[src/rtl/class_argmax_if.sv]
// class_argmax_if: classification stream in, argmax result out.
interface class_argmax_if #(
    parameter int WIDTH       = 32,
    parameter int NUM_CLASSES = 6,
    parameter int IDX_W       = $clog2(NUM_CLASSES)
);
    logic                    clear;
    logic signed [WIDTH-1:0] sum;
    logic                    accumulate_en;
    logic                    store_en;
    logic        [WIDTH-1:0] detection_out;
    logic signed [WIDTH-1:0] max_score;
    logic                    out_valid;
    logic        [IDX_W-1:0] class_idx;
    logic                    overflow;

    modport master (
        output clear, sum, accumulate_en, store_en,
        input  detection_out, max_score, out_valid, class_idx, overflow
    );

    modport slave (
        input  clear, sum, accumulate_en, store_en,
        output detection_out, max_score, out_valid, class_idx, overflow
    );
endinterface

[src/rtl/class_argmax.sv]
// class_argmax: accumulates per-class signed partial sums with saturation
// and reports the index and score of the highest class (ties keep lowest index).
module class_argmax #(
    parameter int WIDTH       = 32,
    parameter int NUM_CLASSES = 6,
    parameter int IDX_W       = $clog2(NUM_CLASSES)
) (
    input logic          clk,
    input logic          rst,
    class_argmax_if.slave bus
);
    typedef enum logic {COLLECT, DONE} state_t;

    localparam logic signed [WIDTH-1:0] S_MAX = {1'b0, {(WIDTH-1){1'b1}}};
    localparam logic signed [WIDTH-1:0] S_MIN = {1'b1, {(WIDTH-1){1'b0}}};

    state_t                  state, state_nx;
    logic signed [WIDTH-1:0] acc, run_max, addend, sat_sum, new_max;
    logic signed [WIDTH:0]   wide;
    logic        [IDX_W-1:0] class_idx, run_idx, new_idx;
    logic        [WIDTH-1:0] detection_out;
    logic signed [WIDTH-1:0] max_score;
    logic                    out_valid, overflow;
    logic                    sat, last, take, do_acc, do_store, bad_store;

    // One extra bit exposes signed overflow of acc + addend for clamping.
    always_comb begin
        addend    = bus.accumulate_en ? bus.sum : '0;
        wide      = {acc[WIDTH-1], acc} + {addend[WIDTH-1], addend};
        sat       = wide[WIDTH] ^ wide[WIDTH-1];
        sat_sum   = sat ? (wide[WIDTH] ? S_MIN : S_MAX) : wide[WIDTH-1:0];
        last      = class_idx == IDX_W'(NUM_CLASSES - 1);
        take      = class_idx == '0 || sat_sum > run_max;
        new_max   = take ? sat_sum : run_max;
        new_idx   = take ? class_idx : run_idx;
        do_store  = state == COLLECT && bus.store_en;
        do_acc    = state == COLLECT && bus.accumulate_en && !bus.store_en;
        bad_store = state == DONE && bus.store_en;
        state_nx  = bus.clear ? COLLECT : (do_store && last) ? DONE : state;
    end

    always_ff @(posedge clk or posedge rst) begin
        if (rst)
            state <= COLLECT;
        else
            state <= state_nx;
    end

    always_ff @(posedge clk or posedge rst) begin
        if (rst) begin
            acc           <= '0;
            class_idx     <= '0;
            run_max       <= '0;
            run_idx       <= '0;
            detection_out <= '0;
            max_score     <= '0;
            out_valid     <= 1'b0;
            overflow      <= 1'b0;
        end else if (bus.clear) begin
            acc       <= '0;
            class_idx <= '0;
            run_max   <= '0;
            run_idx   <= '0;
            out_valid <= 1'b0;
            overflow  <= 1'b0;
        end else begin
            overflow <= overflow | ((do_acc || do_store) && sat) | bad_store;
            if (do_acc)
                acc <= sat_sum;
            if (do_store) begin
                acc       <= '0;
                class_idx <= class_idx + 1'b1;
                run_max   <= new_max;
                run_idx   <= new_idx;
                if (last) begin
                    detection_out <= WIDTH'(new_idx);
                    max_score     <= new_max;
                    out_valid     <= 1'b1;
                end
            end
        end
    end

    assign bus.detection_out = detection_out;
    assign bus.max_score     = max_score;
    assign bus.out_valid     = out_valid;
    assign bus.class_idx     = class_idx;
    assign bus.overflow      = overflow;
endmodule

[src/flat_wrapper.sv]
// flat-port wrapper written by rule: the top's interface ports become plain ports
module class_argmax_flat 
#(
    parameter int WIDTH       = 32,
    parameter int NUM_CLASSES = 6,
    parameter int IDX_W       = $clog2(NUM_CLASSES)
)
  (clk, rst, bus_clear, bus_sum, bus_accumulate_en, bus_store_en, bus_detection_out, bus_max_score, bus_out_valid, bus_class_idx, bus_overflow);
  class_argmax_if #(.WIDTH(WIDTH), .NUM_CLASSES(NUM_CLASSES), .IDX_W(IDX_W)) bus_i ();
  input logic clk;
  input logic rst;
  input wire logic [$bits(bus_i.clear)-1:0] bus_clear;
  input wire logic [$bits(bus_i.sum)-1:0] bus_sum;
  input wire logic [$bits(bus_i.accumulate_en)-1:0] bus_accumulate_en;
  input wire logic [$bits(bus_i.store_en)-1:0] bus_store_en;
  output wire logic [$bits(bus_i.detection_out)-1:0] bus_detection_out;
  output wire logic [$bits(bus_i.max_score)-1:0] bus_max_score;
  output wire logic [$bits(bus_i.out_valid)-1:0] bus_out_valid;
  output wire logic [$bits(bus_i.class_idx)-1:0] bus_class_idx;
  output wire logic [$bits(bus_i.overflow)-1:0] bus_overflow;
  assign bus_i.clear = bus_clear;
  assign bus_i.sum = bus_sum;
  assign bus_i.accumulate_en = bus_accumulate_en;
  assign bus_i.store_en = bus_store_en;
  assign bus_detection_out = bus_i.detection_out;
  assign bus_max_score = bus_i.max_score;
  assign bus_out_valid = bus_i.out_valid;
  assign bus_class_idx = bus_i.class_idx;
  assign bus_overflow = bus_i.overflow;
  class_argmax #(.WIDTH(WIDTH), .NUM_CLASSES(NUM_CLASSES), .IDX_W(IDX_W)) u_core (.clk(clk), .rst(rst), .bus(bus_i));
endmodule
[config.mk]
export PLATFORM = sky130hd
export DESIGN_NAME = class_argmax_flat
export DESIGN_NICKNAME = d
export VERILOG_FILES = /design/src/rtl/class_argmax_if.sv /design/src/rtl/class_argmax.sv /design/src/flat_wrapper.sv
export SDC_FILE = /design/constraint.sdc
export NUM_CORES = 1
export LEC_CHECK = 0
export BUFFER_PORTS_ARGS = -buffer_cell sky130_fd_sc_hd__buf_2
export CAP_MARGIN = 5
export CORE_ASPECT_RATIO = 2
export CORE_MARGIN = 3
export CORE_UTILIZATION = 63
export CTS_CLUSTER_DIAMETER = 50
export DETAILED_ROUTE_END_ITERATION = 12
export PLACE_DENSITY = 0.86
export SLEW_MARGIN = 15
export SYNTH_ARGS = -nofsm -noshare
export SYNTH_HDL_FRONTEND = slang
export SYNTH_SLANG_ARGS = --single-unit
[constraint.sdc]
create_clock -name clk -period 10.3 [get_ports clk]
set_input_delay 2.06 -clock clk [delete_from_list [all_inputs] [get_ports clk]]
set_output_delay 2.06 -clock clk [all_outputs]
set_load 0.02 [all_outputs]
==> results of run 1 <==
[power breakdown]
| group | switching (mW) | total [mW] | internal [mW] | leakage (nW) |
|---|---|---|---|---|
| Combinational | 0.407 | 0.607 | 0.200 | 2.49 |
| Sequential | 0.0227 | 0.490 | 0.467 | 1.47 |
| Clock | 0.179 | 0.375 | 0.196 | 0.153 |
| Total | 0.609 | 1.47 | 0.863 | 4.12 |
[per-layer routing]
| layer | wire length, um | vias up | share of wire, % |
|---|---|---|---|
| met4 | 1084 | 0 | 5.3 |
| met5 | 0 | - | 0 |
| li1 | - | 3257 | - |
| met3 | 1208 | 83 | 5.9 |
| met2 | 10470 | 284 | 51 |
| met1 | 7741 | 3409 | 38 |
[registers in the layout, summed over array words and instances, names as in the netlist]
name	cells
u_core.bus.out_valid	1
u_core.bus.max_score	32
u_core.state	1
u_core.acc	32
u_core.run_max	32
u_core.run_idx	3
u_core.bus.class_idx	3
u_core.bus.detection_out	3
u_core.bus.overflow	1
[how the worst max path moves through the flow]
| stage | to | start | cells past startpoint |
|---|---|---|---|
| final | u_core.run_max[1] | bus_accumulate_en | 28 |
| after global routing | u_core.run_max[17] | bus_accumulate_en | 27 |
| after CTS | u_core.bus.max_score[28] | bus_accumulate_en | 27 |
| after detailed placement | u_core.run_max[27] | bus_accumulate_en | 27 |
| after global placement | u_core.bus.max_score[2] | bus_accumulate_en | 27 |
| after floorplan | u_core.run_idx[0] | bus_accumulate_en | 29 |
[final cells by class]
| cell class | instances | area, um^2 |
|---|---|---|
| Timing Repair Buffer | 84 | 452.9 |
| Sequential cell | 108 | 2703 |
| Fill cell | 986 | 3497 |
| Clock buffer | 9 | 225.2 |
| Inverter | 58 | 220.2 |
| Multi-Input combinational cell | 681 | 4538 |
| Tap cell | 145 | 181.4 |
| Clock inverter | 7 | 93.84 |
[metrics by stage]
step,utilization (%),hold WS (ns),setup slack [ns]
floorplan,-,0.4563,2.544
global placement,67.96,0.4641,1.382
detailed placement,67.96,0.4720,1.147
CTS,70.64,0.4887,1.457
global route,70.64,0.5086,0.7314
finish,70.64,0.4873,1.298
[worst register-to-register path: stages, from the launching register on]
cell	delay (ns)
dfrtp_1	0.41
ha_1	0.37
a21o_1	0.23
a31o_1	0.21
o211a_1	0.28
o311ai_1	0.42
a31oi_1	0.18
o22ai_1	0.23
o21bai_1	0.09
a21oi_1	0.25
xnor2_1	0.10
ha_1	0.62
inv_1	0.36
and3_1	0.29
nand3_1	0.08
nor3b_2	0.35
inv_1	0.08
ha_1	0.33
nand4_1	0.19
nor4_1	0.30
nor2_1	0.11
o31ai_1	0.43
o21ai_4	0.08
nand2_1	0.45
buf_12	0.27
nor2_1	0.08
a211oi_1	0.30
[layout by cell type (no fill, tap or decap), types with 18 or more instances in the layout]
cell and instances:
buf_2 76, a22o_1 25, nand2_1 84, nor2_1 66, a21o_1 18, and2_1 33
a21oi_1 67, nand3_1 34, o311ai_0 18, inv_1 57, ha_1 69, a211oi_1 29
conb_1 29, dfrtp_1 108, o21ai_0 37
[kinds of logic after synthesis]
logic type                 count (synthesis)
buffers and inverters                    134
adders and majority gates                 70
xor gates and xnor gates                  26
AOI/OAI and AO/OA                        278
and+or+nand+nor                          275
other                                      1
DFF                                      108
muxes                                      3
[cells in the mapped netlist, types with 12 or more instances]
cell and count:
nand3_1 34, buf_4 32, ha_1 69, inv_1 58, o21ai_2 13, nor2_1 67, and2_1 33, clkbuf_1 29
o21ai_0 37, buf_2 12, xnor2_1 15, nand4_1 15, a21o_1 18, a22o_1 25, a21oi_1 67, a211oi_1 29
o311ai_0 18, nand2_1 84, dfrtp_1 108
==> results.toml, run 1 <==
[status]
outcome = "finished, final reports clean"

[yosys]
netlist.area_leader.share_pct = 34.84
synthesis.area_mm2 = 0.007756
ys_types = 66
syn-instance-count = 895
ys_seq_area_share_pct = 34.84
synth_compound_area_share_pct = 25.21
ys_dominant_reg_cell = "dfrtp_1"
yosysTopAreaCell = "dfrtp_1"
synth_top_family_by_area = "compound AO/OA/AOI/OAI gates"
synth-edff-count = 0
synthMuxAreaShare_pct = 0.3872
synth_xor_area_share_pct = 2.936
synth_seq_cells = 108
synthAdderAreaFrac_pct = 11.39
postSynth.asyncResetShare_pct = 100.0
synth-simple-area-share_pct = 16.94
synth_area_leaders = "dfrtp_1 (35%), ha_1 (11%), a21oi_1 (4.3%)"
synth_warnings = 0
postSynthAreaPerCell_um2 = 8.666

[routing]
vias = 7033
routedWlPerCell_um = 18.78
antenna_left = 0
dr.pass1.iters = 5
drt-initial-drc-count = 476
wl_um = 20510
remaining_drc_errors = 0
viasPerCell = 6.440

[hold_path]
hold_depth = 2
holdPathEnd = "u_core.bus.max_score[31]"
hp-start = "u_core.bus.max_score[31]"
hold_class = "reg2reg"

[timing]
tns_ns = 0
setup_violations = 0
max_clock_freq_mhz = 111.1
hold_viol_final = 0
tightest_slew_ns = 0.9165
maxSlewViolCount = 0
post-route-period-util_pct = 87.40
rsz0062_at_grt = "false"
max-slew-margin-rel_pct = 38.61
skew_ns = 0.01182
fin_crit_ns = 9.002

[pwr]
cellPowerDensity_mw_per_mm2 = 174.9
leakage_nw = 4.115
p_total_mw = 1.472
ir_worst_vdd_v = 0.0001438

[setup_path]
cpPeakStageDelay_ns = 0.62
cp_top_family = "compound AO/OA/AOI/OAI gates"
crit_slowest_cell = "ha_1"
end_kind = "register"
path_buf_inv = 4
crit_top_cell = "ha_1"
worstReg2RegStart = "u_core.acc[4]"
cp_max_fo = 37
r2r_slack_ns = 3.10
rr_worst_depth = 26
cp-start-kind = "primary input"
critical_path_required_ns = 10.54
crit_arrival_ns = 9.24
rr_endpoint = "u_core.run_max[1]"
setup.worst_path.class = "in2reg"

[floorplanning]
boundaryPins = 106
die-area_mm2 = 0.01376
die_height_um = 162.9
die_w_um = 84.46
rows = 56
core_mm2 = 0.01191
start_util_pct = 65.12

[global_routing]
met3_usage_pct = 3.899
grt_pass1_wl_um = 33060
use_met2_pct = 51.15
grt_max_degree = 68
antenna_found_initial = 0
grt.total_usage_pct = 30.11
top_usage_layer = "met2"
grt_pass1_vias = 6794
grt_overflow_total = 0
met1_usage_pct = 36.12

[cells_and_area]
fin_cells = 1092
finalInstanceArea_mm2 = 0.008414
final_nets = 1049
drive_above_1_share_pct = 14.26
area_growth_pct = 8.485
antenna_cells = 0

[clock_tree]
cts_buffers = 9
cts_root_buf = "clkbuf_16"
cts_hold_buf = 0
clock-sinks = 108
cts_tree = "yes"
post-cts-setup-buffers = 0
insertion_delay_ns = 0.36
cts_resized = 0
clock_path_buffers = 2
clkTransAtPathRegs_ns = 0.08
h-tree-depth = 3

[placed_design]
place.gp.congestion = 0.9872
postPlaceCellArea_mm2 = 0.008095
dp_cells = 1076
dp_hpwl_um = 14780
port_buffers = 76

[flow_run]
drv_cap = 0
No activity file was read; power rests on OpenSTA's default activity.
==> run 2, diff against run 1 <==
--- a/config.mk
+++ b/config.mk
@@ -5,14 +5,15 @@
 export SDC_FILE = /design/constraint.sdc
 export NUM_CORES = 1
 export LEC_CHECK = 0
+export ABC_AREA = 1
 export BUFFER_PORTS_ARGS = -buffer_cell sky130_fd_sc_hd__buf_2
 export CAP_MARGIN = 5
 export CORE_ASPECT_RATIO = 2
 export CORE_MARGIN = 3
-export CORE_UTILIZATION = 63
+export CORE_UTILIZATION = 65
 export CTS_CLUSTER_DIAMETER = 50
 export DETAILED_ROUTE_END_ITERATION = 12
-export PLACE_DENSITY = 0.86
+export PLACE_DENSITY = 0.88
 export SLEW_MARGIN = 15
 export SYNTH_ARGS = -nofsm -noshare
 export SYNTH_HDL_FRONTEND = slang
==> results.toml, run 2 <==
[cells_and_area]
final_cell_mix = "nand2_1 (384), inv_1 (205), nand3_1 (185)"
final_nets = 1463
antenna_cells = 0
largestRegisters = "u_core.acc x32, u_core.bus.max_score x32, u_core.run_max x32"
finalInstanceArea_mm2 = 0.009443
area_growth_pct = 5.774
mostFrequentLayoutCell = "nand2_1"
final_util_pct = 70.27
drive_above_1_share_pct = 13.52

[placed_design]
place.gp.congestion = 0.9726
postPlaceCellArea_mm2 = 0.009164
dp_slack_ns = 1.626
dp_hpwl_um = 18190
port_buffers = 76

[setup_path]
end_kind = "register"
critical_path_required_ns = 10.52
cp_top_family = "simple AND/OR/NAND/NOR gates"
setup.worst_path.class = "in2reg"
cp_max_fo = 36
cp-start-kind = "primary input"
cpPeakStageDelay_ns = 0.68
crit_arrival_ns = 8.63
crit_slowest_cell = "clkinv_1"
path_buf_inv = 6
crit_top_cell = "nand2_1"

[global_routing]
antenna_found_initial = 0
grt_overflow_total = 0
grt_max_degree = 70
grt_pass1_vias = 8327
grt_pass1_wl_um = 38720
grt.total_usage_pct = 32.51

[yosys]
yosysMostFrequentCell = "nand2_1"
synth-edff-count = 0
postSynth.asyncResetShare_pct = 100.0
netlist.area_leader.share_pct = 30.27
synth_top_cells_by_count = "nand2_1 (384), inv_1 (206), nand3_1 (185)"
syn-instance-count = 1307
ys_seq_area_share_pct = 30.27
synth_warnings = 0
ys_dominant_reg_cell = "dfrtp_1"
synth_seq_cells = 108
synth_area_leaders = "dfrtp_1 (30%), nand2_1 (16%), nand3_1 (10%)"
synthesis.area_mm2 = 0.008927
postSynthAreaPerCell_um2 = 6.830
ys_types = 39
yosysTopAreaCell = "dfrtp_1"

[clock_tree]
insertion_delay_ns = 0.35
clkTransAtPathRegs_ns = 0.07
cts_tree = "yes"
cts_resized = 0
h-tree-depth = 3
post-cts-setup-buffers = 0
cts_hold_buf = 0
clock_path_buffers = 2
clock-sinks = 108
cts_buffers = 9
cts_root_buf = "clkbuf_16"

[flow_run]
drv_cap = 0

[routing]
remaining_drc_errors = 0
viasPerCell = 5.615
routedWlPerCell_um = 15.72
antenna_left = 0
wl_um = 23840
dr.pass1.iters = 5
drt-initial-drc-count = 499
vias = 8512

[floorplanning]
boundaryPins = 106
start_util_pct = 66.43
rows = 60
die-area_mm2 = 0.01526
die_w_um = 88.87
core_mm2 = 0.01344
die_height_um = 171.7

[timing]
max_clock_freq_mhz = 118.9
post-route-period-util_pct = 81.62
maxSlewViolCount = 0
tightest_slew_ns = 1.129
fin_crit_ns = 8.407
max-slew-margin-rel_pct = 24.28
tns_ns = 0
fin_ws_ns = 1.893
setup_violations = 0
skew_ns = 0.007511
hold_viol_final = 0
rsz0062_at_grt = "false"

[pwr]
leakage_nw = 5.656
p_total_mw = 1.432
ir_worst_vdd_v = 0.0001434
cellPowerDensity_mw_per_mm2 = 151.6

[hold_path]
hold_class = "reg2reg"

[status]
outcome = "finished, final reports clean"
==> run 2: path summary, 6_finish.rpt <==
kind / from / to / slack [ns] / cells past startpoint
min: u_core.bus.max_score[26] / u_core.bus.max_score[26] / 0.47 / 2
max reg2reg: u_core.acc[8] / u_core.bus.max_score[29] / 3.82 / 30
max in group asynchronous: rst / u_core.acc[8] / 7.32 / 3
min in group asynchronous: rst / u_core.bus.max_score[28] / 1.74 / 2
max: bus_accumulate_en / u_core.bus.max_score[29] / 1.89 / 35
min reg2reg: u_core.bus.max_score[26] / u_core.bus.max_score[26] / 0.47 / 2
==> run 2: layer usage <==
metal	global-route usage, %	part of all wire, %	vias to the layer above
li1	-	-	4155
met1	37.08	37	3975
met2	57.57	53	299
met3	3.452	4.8	83
met4	17.83	5.3	0
met5	0	0	-
==> run 2: power breakdown <==
part,switching [mW],internal (mW),total (mW)
Sequential,0.0260,0.464,0.490
Clock,0.146,0.189,0.335
Combinational,0.412,0.195,0.607
Total,0.584,0.848,1.43
==> run 2: kinds of logic (layout without fill, tap and decap cells) <==
family	count (synthesis)	after routing	share of synthesized area, %
and+or+nand+nor	719	719	37.84
adders and majority gates	70	70	9.895
AOI/OAI and AO/OA	127	127	7.554
buffers and inverters	282	308	14.39
other	1	29	0.04201
DFF	108	108	30.27
==> run 2: cell type report <==
cell class	instances	area [um^2]
sequential	108	2703
clock inverter	2	35.03
clock buffer	14	244.0
tap	155	193.9
inverter	211	794.5
multi-input combinational	945	5055
timing repair buffer	81	417.9
fill	1191	3995
==> run 2: worst min-delay path, stage by stage (launching register included) <==
cell and delay, ns:
dfrtp_1 0.34, nand2_1 0.05, nand2_1 0.05
==> run 2: per-stage QoR <==
| step | cells | hold slack, ns |
|---|---|---|
| 3_5_place_dp | 1500 | 0.4595 |
| 6_report | 1516 | 0.4744 |
| 3_3_place_gp | 1500 | 0.4587 |
| 5_1_grt | 1516 | 0.4910 |
| 2_1_floorplan | 1335 | 0.4491 |
| 4_1_cts | 1516 | 0.4792 |
==> run 3, diff against run 2 <==
--- a/config.mk
+++ b/config.mk
@@ -10,10 +10,10 @@
 export CAP_MARGIN = 5
 export CORE_ASPECT_RATIO = 2
 export CORE_MARGIN = 3
-export CORE_UTILIZATION = 65
+export CORE_UTILIZATION = 54
 export CTS_CLUSTER_DIAMETER = 50
 export DETAILED_ROUTE_END_ITERATION = 12
-export PLACE_DENSITY = 0.88
+export PLACE_DENSITY = 0.78
 export SLEW_MARGIN = 15
 export SYNTH_ARGS = -nofsm -noshare
 export SYNTH_HDL_FRONTEND = slang
==> constraint.sdc (replaced) <==
create_clock -name clk -period 6.74 [get_ports clk]
set_input_delay 1.348 -clock clk [delete_from_list [all_inputs] [get_ports clk]]
set_output_delay 1.348 -clock clk [all_outputs]
set_load 0.02 [all_outputs]
==> results.toml, run 3 (synthesis results as in run 2) <==
[timing]
maxSlewViolCount = 0
post-route-period-util_pct = 92.09
holdWs_ns = 0.4748
fin_ws_ns = 0.5331
fin_crit_ns = 6.207
skew_ns = 0.008451
rsz0062_at_grt = "false"
max_clock_freq_mhz = 161.1
hold_viol_final = 0
tightest_slew_ns = 1.154
tns_ns = 0
setup_violations = 0
max-slew-margin-rel_pct = 22.58

[clock_tree]
insertion_delay_ns = 0.35
cts_hold_buf = 0
cts_root_buf = "clkbuf_16"
cts_tree = "yes"
clkTransAtPathRegs_ns = 0.08
h-tree-depth = 3
clock_path_buffers = 2
clock-sinks = 108
cts_buffers = 9

[floorplanning]
core_mm2 = 0.01602
die_height_um = 187.8
start_util_pct = 55.72
boundaryPins = 106
die-area_mm2 = 0.01820
rows = 65
die_w_um = 96.92

[pwr]
leakage_nw = 5.765
cellPowerDensity_mw_per_mm2 = 236.9
p_total_mw = 2.302
ir_worst_vdd_v = 0.0001892

[placed_design]
port_buffers = 76
place.gp.congestion = 1.052
dp_cells = 1556
dp_slack_ns = 0.05868
dp_hpwl_um = 18140

[global_routing]
grt.total_usage_pct = 26.93
grt_max_degree = 70
grt_pass1_vias = 8580
grt_overflow_total = 0
grt_pass1_wl_um = 40320
antenna_found_initial = 0

[setup_path]
critical_path_required_ns = 6.97
setup.worst_path.class = "in2reg"
cpPeakStageDelay_ns = 0.35
crit_top_cell = "nand2_1"
cp_max_fo = 33
crit_slowest_cell = "ha_1"
crit_arrival_ns = 6.44
cp-start-kind = "primary input"
end_kind = "register"

[cells_and_area]
fin_cells = 1576
drive_above_1_share_pct = 14.76
antenna_cells = 0
final_nets = 1477
final_cell_mix = "nand2_1 (384), inv_1 (205), nand3_1 (185)"
largestRegisters = "u_core.acc x32, u_core.bus.max_score x32, u_core.run_max x32"
area_growth_pct = 8.844
fillerInstances = 1502
mostFrequentLayoutCell = "nand2_1"

[hold_path]
hold_class = "reg2reg"

[routing]
remaining_drc_errors = 0
dr.pass1.iters = 5
vias = 8378
routedWlPerCell_um = 15.40
antenna_left = 0
drt-initial-drc-count = 444
wl_um = 24280
viasPerCell = 5.316

[flow_run]
drv_cap = 0

[status]
outcome = "finished, final reports clean"
[run 3: cell types whose count changed in the layout (fill, tap and decap cells not counted), sizes merged]
cell / previous run / this run
clkinv: 3 / 5
buf: 81 / 93
clkinvlp: 0 / 1
inv: 209 / 210
clkbuf: 14 / 10
nand2: 458 / 460
[run 3: path summary, 6_finish.rpt]
check	startpoint	end	slack (ns)	depth (start not counted)
max	bus_accumulate_en	u_core.bus.max_score[12]	0.53	35
max reg2reg	u_core.acc[15]	u_core.bus.max_score[12]	1.46	31
max in group asynchronous	rst	u_core.bus.max_score[8]	4.44	3
min	u_core.bus.max_score[28]	u_core.bus.max_score[28]	0.47	2
min reg2reg	u_core.bus.max_score[28]	u_core.bus.max_score[28]	0.47	2
min in group asynchronous	rst	u_core.bus.max_score[27]	1.07	2
[run 3: timing repair]
item	CTS	global route
setup endpoints to repair	0	68
buffers inserted	0	2
gates resized for setup	0	1
[run 3: per-stage QoR]
stage | utilization (%) | instance area [um^2]
3_3_place_gp | 58.34 | 9346
6_report | 60.65 | 9717
2_1_floorplan | - | 9032
4_1_cts | 60.28 | 9658
3_5_place_dp | 58.34 | 9346
5_1_grt | 60.65 | 9717
[run 3: cell type report]
class	instances	area, um^2	share of cell area, %
clock inverter	6	72.57	0.7468
timing repair buffer	93	570.5	5.872
inverter	211	794.5	8.177
multi-input combinational	947	5086	52.34
clock buffer	10	239.0	2.459
sequential	108	2703	27.81
tap	201	251.5	2.588
[run 3: routing by layer]
| metal | wire, um | vias up | GRT usage [%] |
|---|---|---|---|
| met2 | 12670 | 264 | 49.17 |
| li1 | - | 4182 | - |
| met3 | 1117 | 72 | 2.532 |
| met4 | 1260 | 0 | 14.44 |
| met1 | 9225 | 3860 | 30.46 |
| met5 | 0 | - | 0 |
[run 3: power by group]
group / internal [mW] / switching, mW
clock: 0.302 / 0.251
sequential: 0.708 / 0.0375
combinational: 0.347 / 0.656
total: 1.36 / 0.945
[run 3: critical path, delay by kind of cell]
| kind | cells | cell delay [ns] |
|---|---|---|
| AND/OR/NAND/NOR | 19 | 2.51 |
| adder cells (fa/ha/maj) | 3 | 1.00 |
| AO/OA/AOI/OAI | 4 | 0.56 |
| buffers and inverters | 9 | 1.00 |
